[src/rtl/seq_recall_engine.sv]
// Memory-game controller: shows a RAM-held digit sequence, checks player
// entries, grows the round on success and keeps per-player/global bests.
module seq_recall_engine #(
    parameter int DIGIT_W   = 4,
    parameter int ADDR_W    = 5,
    parameter int LEN_W     = 5,
    parameter int START_LEN = 3,
    parameter int MAX_LEN   = 16,
    parameter int PLAYERS   = 4,
    parameter int PID_W     = 2
) (
    input  logic               clk,
    input  logic               rst,
    input  logic               start,
    input  logic [PID_W-1:0]   player_id,
    input  logic               logout,
    input  logic               tick,
    input  logic               entry_valid,
    input  logic [DIGIT_W-1:0] entry_digit,
    input  logic               timeout,
    output logic [ADDR_W-1:0]  ram_addr,
    input  logic [DIGIT_W-1:0] ram_rdata,
    output logic [DIGIT_W-1:0] disp_digit,
    output logic               disp_valid,
    output logic               timer_reload,
    output logic               timer_en,
    output logic               busy,
    output logic [LEN_W-1:0]   score,
    output logic               personal_win,
    output logic               global_win,
    output logic               fail
);

    typedef enum logic [2:0] {
        S_IDLE,
        S_SHOW_RD,
        S_SHOW_WAIT,
        S_ENT_RD,
        S_ENT_WAIT,
        S_END
    } state_t;

    state_t             r_st;
    state_t             w_nxt;
    logic [PID_W-1:0]   r_pid;
    logic [LEN_W-1:0]   r_len;
    logic [LEN_W-1:0]   r_idx;
    logic [LEN_W-1:0]   r_score;
    logic [LEN_W-1:0]   r_gbest;
    logic [LEN_W-1:0]   r_best [PLAYERS];
    logic [DIGIT_W-1:0] r_disp;
    logic               r_shown;
    logic               r_dvalid;
    logic               r_reload;
    logic               r_fail;
    logic               r_pwin;
    logic               r_gwin;

    logic [LEN_W-1:0]   w_idx_inc;
    logic               w_last;
    logic               w_match;
    logic               w_at_max;
    logic               w_abort;

    assign w_idx_inc = r_idx + 1'b1;
    assign w_last    = (w_idx_inc == r_len);
    assign w_match   = (entry_digit == ram_rdata);
    assign w_at_max  = (r_len == LEN_W'(MAX_LEN));
    assign w_abort   = logout && (r_st != S_IDLE);

    assign ram_addr     = ADDR_W'(r_idx);
    assign disp_digit   = r_disp;
    assign disp_valid   = r_dvalid;
    assign timer_reload = r_reload;
    assign timer_en     = (r_st == S_ENT_RD) || (r_st == S_ENT_WAIT);
    assign busy         = (r_st != S_IDLE);
    assign score        = r_score;
    assign personal_win = r_pwin;
    assign global_win   = r_gwin;
    assign fail         = r_fail;

    always_comb begin
        w_nxt = r_st;
        unique case (r_st)
            S_IDLE:      if (start) w_nxt = S_SHOW_RD;
            S_SHOW_RD:   w_nxt = S_SHOW_WAIT;
            S_SHOW_WAIT: begin
                if (r_shown && tick) w_nxt = w_last ? S_ENT_RD : S_SHOW_RD;
            end
            S_ENT_RD:    w_nxt = timeout ? S_END : S_ENT_WAIT;
            S_ENT_WAIT: begin
                if (entry_valid) begin
                    if (!w_match)     w_nxt = S_END;
                    else if (!w_last) w_nxt = S_ENT_RD;
                    else              w_nxt = w_at_max ? S_END : S_SHOW_RD;
                end else if (timeout) begin
                    w_nxt = S_END;
                end
            end
            S_END:       w_nxt = S_IDLE;
            default:     w_nxt = S_IDLE;
        endcase
        if (w_abort) w_nxt = S_IDLE;
    end

    always_ff @(posedge clk or negedge rst) begin
        if (!rst) begin
            r_st     <= S_IDLE;
            r_pid    <= '0;
            r_len    <= '0;
            r_idx    <= '0;
            r_score  <= '0;
            r_gbest  <= '0;
            r_disp   <= '0;
            r_shown  <= 1'b0;
            r_dvalid <= 1'b0;
            r_reload <= 1'b0;
            r_fail   <= 1'b0;
            r_pwin   <= 1'b0;
            r_gwin   <= 1'b0;
            for (int p = 0; p < PLAYERS; p++) r_best[p] <= '0;
        end else begin
            r_st     <= w_nxt;
            r_reload <= 1'b0;
            r_fail   <= 1'b0;
            r_pwin   <= 1'b0;
            r_gwin   <= 1'b0;
            if (w_abort) begin
                r_dvalid <= 1'b0;
                r_shown  <= 1'b0;
            end else begin
                case (r_st)
                    S_IDLE: begin
                        if (start) begin
                            r_pid   <= player_id;
                            r_len   <= LEN_W'(START_LEN);
                            r_idx   <= '0;
                            r_score <= '0;
                        end
                    end
                    S_SHOW_WAIT: begin
                        // RAM data is valid on the first cycle here
                        if (!r_shown) begin
                            r_disp   <= ram_rdata;
                            r_dvalid <= 1'b1;
                            r_shown  <= 1'b1;
                        end else if (tick) begin
                            r_dvalid <= 1'b0;
                            r_shown  <= 1'b0;
                            r_idx    <= w_last ? '0 : w_idx_inc;
                            r_reload <= w_last;
                        end
                    end
                    S_ENT_RD: begin
                        if (timeout) r_fail <= 1'b1;
                    end
                    S_ENT_WAIT: begin
                        if (entry_valid) begin
                            if (!w_match) begin
                                r_fail <= 1'b1;
                            end else if (!w_last) begin
                                r_idx    <= w_idx_inc;
                                r_reload <= 1'b1;
                            end else begin
                                r_score <= r_len;
                                if (!w_at_max) begin
                                    r_len <= r_len + 1'b1;
                                    r_idx <= '0;
                                end
                            end
                        end else if (timeout) begin
                            r_fail <= 1'b1;
                        end
                    end
                    S_END: begin
                        if (r_score > r_best[r_pid]) begin
                            r_best[r_pid] <= r_score;
                            r_pwin        <= 1'b1;
                        end
                        if (r_score > r_gbest) begin
                            r_gbest <= r_score;
                            r_gwin  <= 1'b1;
                        end
                    end
                    default: ;
                endcase
            end
        end
    end

endmodule

[config.mk]
export PLATFORM = sky130hd
export DESIGN_NAME = seq_recall_engine
export DESIGN_NICKNAME = d
export VERILOG_FILES = /design/src/rtl/seq_recall_engine.sv
export SDC_FILE = /design/constraint.sdc
export NUM_CORES = 1
export LEC_CHECK = 0
export CORE_MARGIN = 1.5
export CORE_UTILIZATION = 55
export DETAILED_ROUTE_END_ITERATION = 7
export PLACE_DENSITY = 0.78
export SETUP_SLACK_MARGIN = 0.5
export SLEW_MARGIN = 20
export SYNTH_ARGS = -nofsm -noshare
export SYNTH_HDL_FRONTEND = slang
export SYNTH_SLANG_ARGS = --single-unit
[constraint.sdc]
create_clock -name clk -period 6.1 [get_ports clk]
set_clock_uncertainty 0.2 [all_clocks]
set_input_delay 1.525 -clock clk [delete_from_list [all_inputs] [get_ports clk]]
set_output_delay 1.525 -clock clk [all_outputs]
set_load 0.02 [all_outputs]
==> impl_results.md <==
* Shortest clock period the worst path allows after layout at 3.81 ns
* Clock network fraction of design power at a little under a quarter
* Utilization of the core after routing at 66.1%
* Area of the die at 0.00620 mm^2
* Mapped cell area at between 0.003 and 0.004 mm^2
* Setup fix buffers added after clock tree synthesis at 0
* Clock buffer count from CTS at 5
* Reg2Reg Depth at 7
* Count of state elements after synthesis at 55
* Number of failing hold endpoints at the final stage at 0
* Clock latency on the worst-skew pair at 0.31 ns
* Weighted congestion at the end of routability-driven global placement at 0.857
* Unique masters post-synth at between 60 and 70
* NumNets Final at 352
* Max incr delay on CP at 0.61 ns
* Count of hold-fix buffers inserted at cts at 0
* Worst max-slew margin expressed relative to the limit at 53.2%
* Via count of the first global-routing pass at 2303
* Arrival time at the worst endpoint at 2.08 ns
* Synth Instances at around 290
* Leak Pwr at 1.60 nW
* ANT nets after route at 0
* Number of antenna violations at the first check in global routing at 0
* Endpoint of the worst setup timing path: timer_en
* Endpoints failing setup at 0
* Area Growth Syn to Fin at 15.4%
* Sequential power share at 44.5%
* Remaining DRCs at 0
* Launching instance or port of the critical path: r_st[1]
* Worst reg2reg setup slack at 3.08 ns
* Kind of critical path: reg -> out
* Switching power as a share of total power at 34.8%
* Critical path, cell by cell: nor2_4 -> nand2_1 -> nand2_1 -> clkdlybuf4s50_1
* Max Fanout on Critical Path at 11
* Maximum number of pins on one net before global-route repair at 56
* Post-synthesis net count at 321
* Top-area cell type share of the netlist area at ~44%
* Critical path data required time at 4.38 ns
* Initial DRT Pass Iterations at 4
* Grt total ovfl at 0
* # clock sinks at 55
* Path type of the worst min-delay path: reg -> reg
* Fraction of final layout cells sized beyond drive strength 1 at 13.9%
* Logic gate share of total power at 32.3%
* Vertical die dimension at 78.8 um
* Sequential-to-total area share from yosys stat at 43.6%
* Cell occurring most often along the worst timing path: sky130_fd_sc_hd__nand2_1
* CTS root buffer: sky130_fd_sc_hd__clkbuf_8
* Period Utilization, post-route at 62.4%
* Critical path startpoint category: flip-flop
* Critical Path Sink Type: primary output
* Buffers plus inverters on the worst setup path at 1
* Worst voltage drop across the vdd grid at 0.000228 V
* I/O pin cnt at 38
* Total of warnings raised by yosys at 0
* Chip width at 78.8 um
* Top area cells in the synthesized netlist: sky130_fd_sc_hd__dfrtp_1, sky130_fd_sc_hd__mux2_1, sky130_fd_sc_hd__mux2_2, sky130_fd_sc_hd__ha_1, sky130_fd_sc_hd__mux4_2
* Slowest cell on the critical path: sky130_fd_sc_hd__clkdlybuf4s50_1
* Clock tree from TritonCTS: done
* Count of standard-cell rows at 27
* R2R Path Start: ram_addr[0]
* All-Layer GR Usage at 22.4%
* H-tree lvl count at 2
* Top achievable clock speed at 263 MHz
* EDFF count, synth at 0
* Detailed placement HPWL at ~4.6 mm
* Number of pins exceeding their max-slew limit in the final report at 0
* Most used flip-flop cell after synthesis: sky130_fd_sc_hd__dfrtp_1
* Family of cells with the greatest summed delay on the critical path: simple AND/OR/NAND/NOR gates
* Iteration-0 DRC count of the detailed router at 104
* Async set or reset register ratio after synthesis at 100%
* Via Count at 2319
* Count of input and output buffers at 37
* Total power per unit cell area at a little under 300 mW/mm^2
* Cell with the most instances after synthesis: sky130_fd_sc_hd__dfrtp_1
* Final setup TNS at 0 ns
* Most used standard cells in the synthesized netlist: sky130_fd_sc_hd__dfrtp_1, sky130_fd_sc_hd__nand2_1, sky130_fd_sc_hd__nor2_1
* Global-route wire length before repair at 11.0 mm
* Clock Pin Slew Worst Setup and Hold Paths at 0.10 ns
* Count of instances resized after the clock tree is built at 0
* Wire length after detailed routing at roughly 6.3 mm
* Critical path depth in cells at 4
* Average detailed-routed wire length per instance at 16.1 um
* Net Switching at 375 uW
* Initial cell density of the core at 57.3%
* Slew @ Worst Pin at between 0.6 and 0.7 ns
* Buffer depth of the longest clock path at 2
* RR Endpoint: score[0]
* Setup repair after global routing missed its margin: false
* Post-DR vias/cell at between 5 and 6
* Cell type with the largest total area after synthesis: sky130_fd_sc_hd__dfrtp_1
* Mean instance size in the synthesized netlist at 10.8 um^2
* Standard cell core area at 0.00551 mm^2
* Count of maximum capacitance violations at 0
* Status: finished clean
* Number of diodes added for antenna fixing at 0
* Internal power at ~700 uW
stage by stage:
stage / setup WS [ns] / cells / hold WS, ns / total power, mW / area, um^2
6_report: 2.29 / 395 / 0.298 / 1.08 / 3640
2_1_floorplan: 2.89 / 291 / 0.252 / 0.726 / 3160
3_3_place_gp: 2.10 / 387 / 0.270 / 0.827 / 3520
3_5_place_dp: 2.04 / 387 / 0.278 / 0.834 / 3520
5_1_grt: 2.11 / 395 / 0.319 / 1.14 / 3640
4_1_cts: 2.26 / 395 / 0.300 / 1.09 / 3640
worst min path at each step:
stage,from,to,slack [ns],cells after the start
floorplan,r_best[5],r_best[5],0.25,1
CTS,r_best[9],r_best[9],0.30,1
global placement,r_best[9],r_best[9],0.27,1
finish,r_best[1],r_best[1],0.30,1
detailed placement,r_best[9],r_best[9],0.28,1
global route,r_best[7],r_best[7],0.32,1
logic make-up after synthesis:
family | Yosys count | share of synthesized area (%)
muxes | 38 | 15.3
DFF | 55 | 43.6
adders and majority gates | 13 | 5.15
buffers and inverters | 30 | 4.91
AOI/OAI and AO/OA | 60 | 13.6
xor gates and xnor gates | 11 | 3.05
and+or+nand+nor | 84 | 14.3
state kept, by name (all words and copies together) (netlist names):
| signal | count |
|---|---|
| r_best | 20 |
| r_gbest | 5 |
| r_len | 5 |
| ram_addr | 5 |
| score | 5 |
| disp_digit | 4 |
| r_st | 3 |
| r_pid | 2 |
| disp_valid | 1 |
| fail | 1 |
| global_win | 1 |
| personal_win | 1 |
| r_shown | 1 |
| timer_reload | 1 |
cell usage in the layout (no fill, tap or decap), drive strengths merged, types with 2 or more instances in the layout:
cell,netlist,final
a22o,4,4
a22oi,3,3
or2,2,2
buf,7,2
dfrtp,55,55
o21a,3,3
a21o,2,2
nor2b,2,2
xnor2,9,9
nor2,20,20
clkdlybuf4s50,0,36
nand4,3,3
nor3,7,7
a41oi,2,2
nand3b,2,2
xor2,2,2
o21ai,14,14
clkbuf,7,6
nand2b,4,4
and4,2,2
nor4,2,2
o211ai,3,3
a21oi,12,12
inv,16,16
o31ai,2,2
mux4,5,5
nand3,12,12
ha,13,13
mux2,32,32
nand2,21,21
layer usage:
metal / share of wire [%] / global-route usage, % / vias up / wire (um)
met5: 0 / 0 / - / 0
met4: 0.57 / 4.64 / 0 / 36
met3: 4.5 / 4.02 / 5 / 283
met2: 51 / 38.7 / 56 / 3220
met1: 44 / 29.5 / 1139 / 2810
li1: - / - / 1119 / -
power by group through the flow:
stage	sequential [mW]	combinational [mW]	clock, mW
floorplan	0.463	0.263	0
global placement	0.484	0.343	0
detailed placement	0.486	0.348	0
CTS	0.479	0.351	0.258
global route	0.490	0.381	0.269
finish	0.478	0.348	0.249
cell type report:
type	count	area (um^2)
Fill cell	454	1860
Inverter	16	60.1
Sequential cell	55	1380
Tap cell	72	90.1
Multi-Input combinational cell	206	1630
Clock buffer	6	82.6
Timing Repair Buffer	38	373
Clock inverter	2	35.0
No activity file was read; power rests on OpenSTA's default activity.
==> RTL edit 1, RTL diff (same flow settings) <==
Re-encode `state_t` (6 states) as Gray code, 3 bits wide.
--- a/src/rtl/seq_recall_engine.sv
+++ b/src/rtl/seq_recall_engine.sv
@@ -34,8 +34,8 @@
     typedef enum logic [2:0] {
-        S_IDLE,
-        S_SHOW_RD,
-        S_SHOW_WAIT,
-        S_ENT_RD,
-        S_ENT_WAIT,
-        S_END
+        S_IDLE      = 3'b000,
+        S_SHOW_RD   = 3'b001,
+        S_SHOW_WAIT = 3'b011,
+        S_ENT_RD    = 3'b010,
+        S_ENT_WAIT  = 3'b110,
+        S_END       = 3'b111
     } state_t;
Behaviour: same outputs for any inputs over 10 cycles, from zero or initial values and one cycle with rst low; not proved beyond that.
==> RTL edit 1 against the original RTL <==
Register-to-register slack got worse by 110 ps; synthesized area decreased by 2.9%; power down 1.2%; cell area decreased by 2.4%; worst setup slack worse by 330 ps; routed wire length grew 0.25%; sequential cell count unchanged; non-clock buffer count unchanged.
==> RTL edit 1: results (changes against the original RTL) <==
Parameter                              Value

Critical path
  Kind of cell with the highest combined delay on the critical path    buffers and inverters
  Delay of the slowest critical-path stage    640 ps (+30 ps)
  Launch instance of the worst register-to-register path    r_pid[0]$_DFFE_PN0P_
  Source of the critical timing path    r_st[2]$_DFFE_PN0P_
  Data arrival time at the worst-slack endpoint    2410 ps (+330 ps)
  CP Max Fanout    13 (+2)

Layout
  Filler cells    403 (-11%)
  Nets    343 (-2.6%)
  Number of antenna diodes    0 (unchanged)
  Fraction of final layout cells sized beyond drive strength 1    18.47% (+4.5 points)
  Max FFs per register    20 (unchanged)
  Register bank with the most flops    r_best

Hold path
  Type of the worst min-delay path    reg -> reg
  Hold Crit Start    r_best[2]$_DFFE_PN0P_

Global routing
  Largest net degree at the start of global routing    56 (unchanged)
  Met1 Use GR    28.99% (-0.47 points)
  Total global routing track utilization    22.58% (+0.23 points)
  Met3 track demand over resource    4.000% (-0.023 points)
  Vias in the first global route    2219 (-3.6%)
  Global-route wire length before repair    10.69 mm (-2.8%)
  Met2 usage in global routing    39.13% (+0.42 points)

Yosys
  Mapped Nets    309 (-3.7%)
  Unique cell type count in the Yosys netlist    55 (-13%)
  Leading post-synthesis cells by instance count    55 x sky130_fd_sc_hd__dfrtp_1, 31 x sky130_fd_sc_hd__mux2_2, 17 x sky130_fd_sc_hd__inv_1, 17 x sky130_fd_sc_hd__nand2_1, 16 x sky130_fd_sc_hd__o21ai_0
  Number of standard cells after synthesis    279 (-4.1%)
  Largest cells by area after synthesis    sky130_fd_sc_hd__dfrtp_1 45%, sky130_fd_sc_hd__mux2_2 11%, sky130_fd_sc_hd__ha_1 5.3%
  Number of warnings issued by yosys    0 (unchanged)
  Seq/Total Area, Yosys    44.90% (+1.3 points)

Drt
  Met3 wire length    229 um (-19%)
  First DRT Iteration DRCs    116 (+12%)
  Average detailed-routed wire length per instance    16.56 um (+3.1%)
  Total via count after detailed routing    2257 (-2.7%)
  Sum of routed wire segments on met1    2.820 mm (+0.46%)
  Met2 wire length    3.213 mm (about the same)

Power and ir drop
  Reported leakage power    0.001538 uW (-4.1%)
  Worst vdd rail ir drop    0.0002493 V (+9.5%)

Clock tree
  Clock-pin slew of the registers on the worst-case setup and hold paths    100 ps (about the same)
  Clk Latency, worst-skew pair    310 ps (about the same)
  Master cell of the clock root buffer    sky130_fd_sc_hd__clkbuf_8
  Setup fix buffers added after clock tree synthesis    0 (unchanged)
  Total clock buffers created by CTS    5 (unchanged)
  Cts repair resizes    0 (unchanged)

Place
  HPWL after detailed placement    4.647 mm (+0.39%)
  Number of port buffers    37 (unchanged)
  Routability cong.    0.8867 (+3.5%)
  Setup slack after placement    2015 ps (-28.06 ps)

STA
  Final TNS setup    0 ps (unchanged)
  Slew headroom    49.31% (-3.9 points)

Status
  Outcome    finished clean
==> RTL edit 1: cell types whose count changed in the layout (fill, tap and decap cells not counted), moves of 3 or more <==
cell / delta
sky130_fd_sc_hd__a32oi_1: +3
sky130_fd_sc_hd__nor3_1: +5
sky130_fd_sc_hd__a21oi_1: +4
sky130_fd_sc_hd__o21ai_1: -3
sky130_fd_sc_hd__mux2_2: +15
sky130_fd_sc_hd__nand2_1: -3
sky130_fd_sc_hd__mux2_1: -16
sky130_fd_sc_hd__o21ai_0: +8
sky130_fd_sc_hd__nor2_1: -9
sky130_fd_sc_hd__a22oi_1: -3
==> RTL edit 1: cells by family (layout without fill, tap and decap cells) <==
| family | Yosys count | after routing | synth area share [%] |
|---|---|---|---|
| AO/OA/AOI/OAI | 65 | 65 | 14.98 |
| AND/OR/NAND/NOR | 72 | 72 | 12.90 |
| buffers and inverters | 29 | 64 | 4.286 |
| flip-flops | 55 | 55 | 44.90 |
| adder cells (fa/ha/maj) | 13 | 13 | 5.306 |
| multiplexers | 36 | 36 | 15.06 |
| XOR/XNOR | 9 | 9 | 2.572 |
==> RTL edit 1: worst paths after layout <==
path / end / slack, ps / cells past startpoint
worst max-delay path: busy / 1960 / 3
worst min-delay path: r_best[2]$_DFFE_PN0P_ / 310 / 1
worst max register to register: r_best[19]$_DFFE_PN0P_ / 2970 / 9
worst min register to register: r_best[2]$_DFFE_PN0P_ / 310 / 1
max in group asynchronous: r_len[3]$_DFFE_PN0P_ / 4130 / 2
min in group asynchronous: r_best[14]$_DFFE_PN0P_ / 1120 / 2
==> RTL edit 1: through the flow <==
| stage | power, uW | instances | cell area [um^2] | hold slack (ps) |
|---|---|---|---|---|
| 2_1_floorplan | 752.1 | 279 | 3065 | 274.1 |
| 3_3_place_gp | 856.8 | 376 | 3462 | 284.8 |
| 3_5_place_dp | 864.3 | 376 | 3462 | 289.3 |
| 4_1_cts | 1067 | 384 | 3553 | 312.2 |
| 5_1_grt | 1121 | 384 | 3553 | 333.2 |
| 6_report | 1063 | 384 | 3553 | 310.9 |
==> RTL edit 1: power by group <==
part           internal, uW  leakage, uW  switching (uW)
Combinational           170     0.000752             199
Sequential              409     0.000737            80.2
Clock                  82.6    0.0000485             123
Total                   661      0.00154             402
==> RTL edit 1: layout make-up <==
cell class | count | area, um^2 | share of cell area (%)
sequential | 55 | 1376 | 38.73
inverter | 18 | 67.56 | 1.901
multi-input combinational | 195 | 1558 | 43.84
clock buffer | 5 | 68.82 | 1.937
clock inverter | 3 | 22.52 | 0.6338
timing repair buffer | 38 | 372.9 | 10.49
tap | 70 | 87.58 | 2.465
==> RTL edit 2, RTL diff (same settings) <==
Made on the original files. `PID_W`: 2 -> 4.
--- a/src/rtl/seq_recall_engine.sv
+++ b/src/rtl/seq_recall_engine.sv
@@ -9,3 +9,3 @@
     parameter int PLAYERS   = 4,
-    parameter int PID_W     = 2
+    parameter int PID_W     = 4
 ) (
Interface: changed (resized player_id); port bits go from 38 to 40. No check against the original RTL was run, so the function may have changed too.
==> RTL edit 2 against the original RTL <==
Die area down 2.1%; synthesized area is 2.2% lower; power up 27%; routed wire length fell by 3.1%; non-clock buffer count increased by 2; worst setup slack improved by 55 ps; cell area up 3.1%; critical path depth is the same; largest power group unchanged; sequential cell count rose by 2.
==> RTL edit 2: results (changes against the original RTL) <==
Parameter                              Value

Yosys
  Leading post-synthesis cells by instance count    57 x sky130_fd_sc_hd__dfrtp_1, 30 x sky130_fd_sc_hd__nand2_1, 27 x sky130_fd_sc_hd__mux2_2, 19 x sky130_fd_sc_hd__inv_1
  Unique cell type count in the Yosys netlist    49 (-22%)
  Mean Syn Cell Area    10.95 um^2 (+0.94%)
  Synthesized-area fraction occupied by ao, oa, aoi and oai cells    9.846% (-3.8 points)
  Yosys reg bits    57 (+3.6%)
  Xor/xnor cell area share of the yosys netlist    3.971% (+0.92 points)
  Adder-cell share of the synthesized area    5.267% (+0.11 points)
  Seq/Total Area, Yosys    46.19% (+2.6 points)
  Largest cells by area after synthesis    sky130_fd_sc_hd__dfrtp_1 46%, sky130_fd_sc_hd__mux2_2 9.8%, sky130_fd_sc_hd__ha_1 5.3%

Layout
  Multi-input gate share of the layout cell area    41.39% (-3.2 points)
  Data-path buffer share of cell area in the final layout    10.46% (+0.23 points)
  Nets    357 (+1.4%)
  Filler cells    424 (-6.6%)
  Multi-input logic cell count    198 (-3.9%)
  Clock buf/inv share    5.865% (+2.6 points)
  Non-clock buffer count in the final layout    40 (+5.3%)
  Register share of the cell area    37.99% (+0.20 points)

Place
  Routability cong.    0.8862 (+3.4%)
  Post-detailed-placement cell area    3535 um^2 (+0.28%)
  Number of placed instances with taps included    386 (-0.26%)
  Setup slack after placement    2192 ps (+149.3 ps)

Drt
  Post-detailed-routing wire length    6.145 mm (-3.1%)
  First DRT Iteration DRCs    105 (+0.96%)
  Detailed-route vias per instance    5.600 (-4.6%)

Clock tree
  Clock-pin slew of the registers on the worst-case setup and hold paths    60 ps (-40 ps)
  Total clock buffers created by CTS    9 (+4)
  Clk Latency, worst-skew pair    340 ps (+30 ps)

STA
  Time the worst path needs with I/O delays and setup    3753 ps (-55.41 ps)
  Slew headroom    48.16% (-5.1 points)

Power and ir drop
  Power per Cell Area    365.1 nW/um^2 (+24%)
  Worst vdd rail ir drop    0.0002434 V (+6.9%)
  Clk pwr    390 uW (+57%)
  Combinational share of power    32.9% (+0.6 points)

Status
  Outcome    finished clean

Critical path
  Slack of the worst reg-to-reg path    3070 ps (about the same)
  Kind of cell with the highest combined delay on the critical path    buffers and inverters
  Data arrival time at the worst-slack endpoint    2030 ps (-50 ps)

Global routing
  Vias in the first global route    2264 (-1.7%)
  Total global routing track utilization    22.40% (+0.046 points)
  Largest net degree at the start of global routing    58 (+3.6%)

Hold path
  Hold Crit Start    r_pid[3]$_DFFE_PN0P_
==> RTL edit 2: cell types whose count changed in the layout (fill, tap and decap cells not counted), moves of 4 or more <==
cell	before	now
sky130_fd_sc_hd__mux2_1	16	1
sky130_fd_sc_hd__nor2_1	19	13
sky130_fd_sc_hd__mux2i_1	1	7
sky130_fd_sc_hd__nor2b_1	2	7
sky130_fd_sc_hd__o21ai_1	5	0
sky130_fd_sc_hd__xor2_1	2	8
sky130_fd_sc_hd__mux2_2	16	27
sky130_fd_sc_hd__nand3_1	12	7
sky130_fd_sc_hd__clkbuf_8	6	10
sky130_fd_sc_hd__a21oi_1	10	6
sky130_fd_sc_hd__nand2_1	20	30
==> RTL edit 2: metal layers <==
layer	up-vias	wire, um	GRT usage (%)
met2	47	3034	36.70
met1	1098	2721	27.24
li1	1092	-	-
met3	14	257	7.294
met4	0	132	9.107
met5	-	0	0
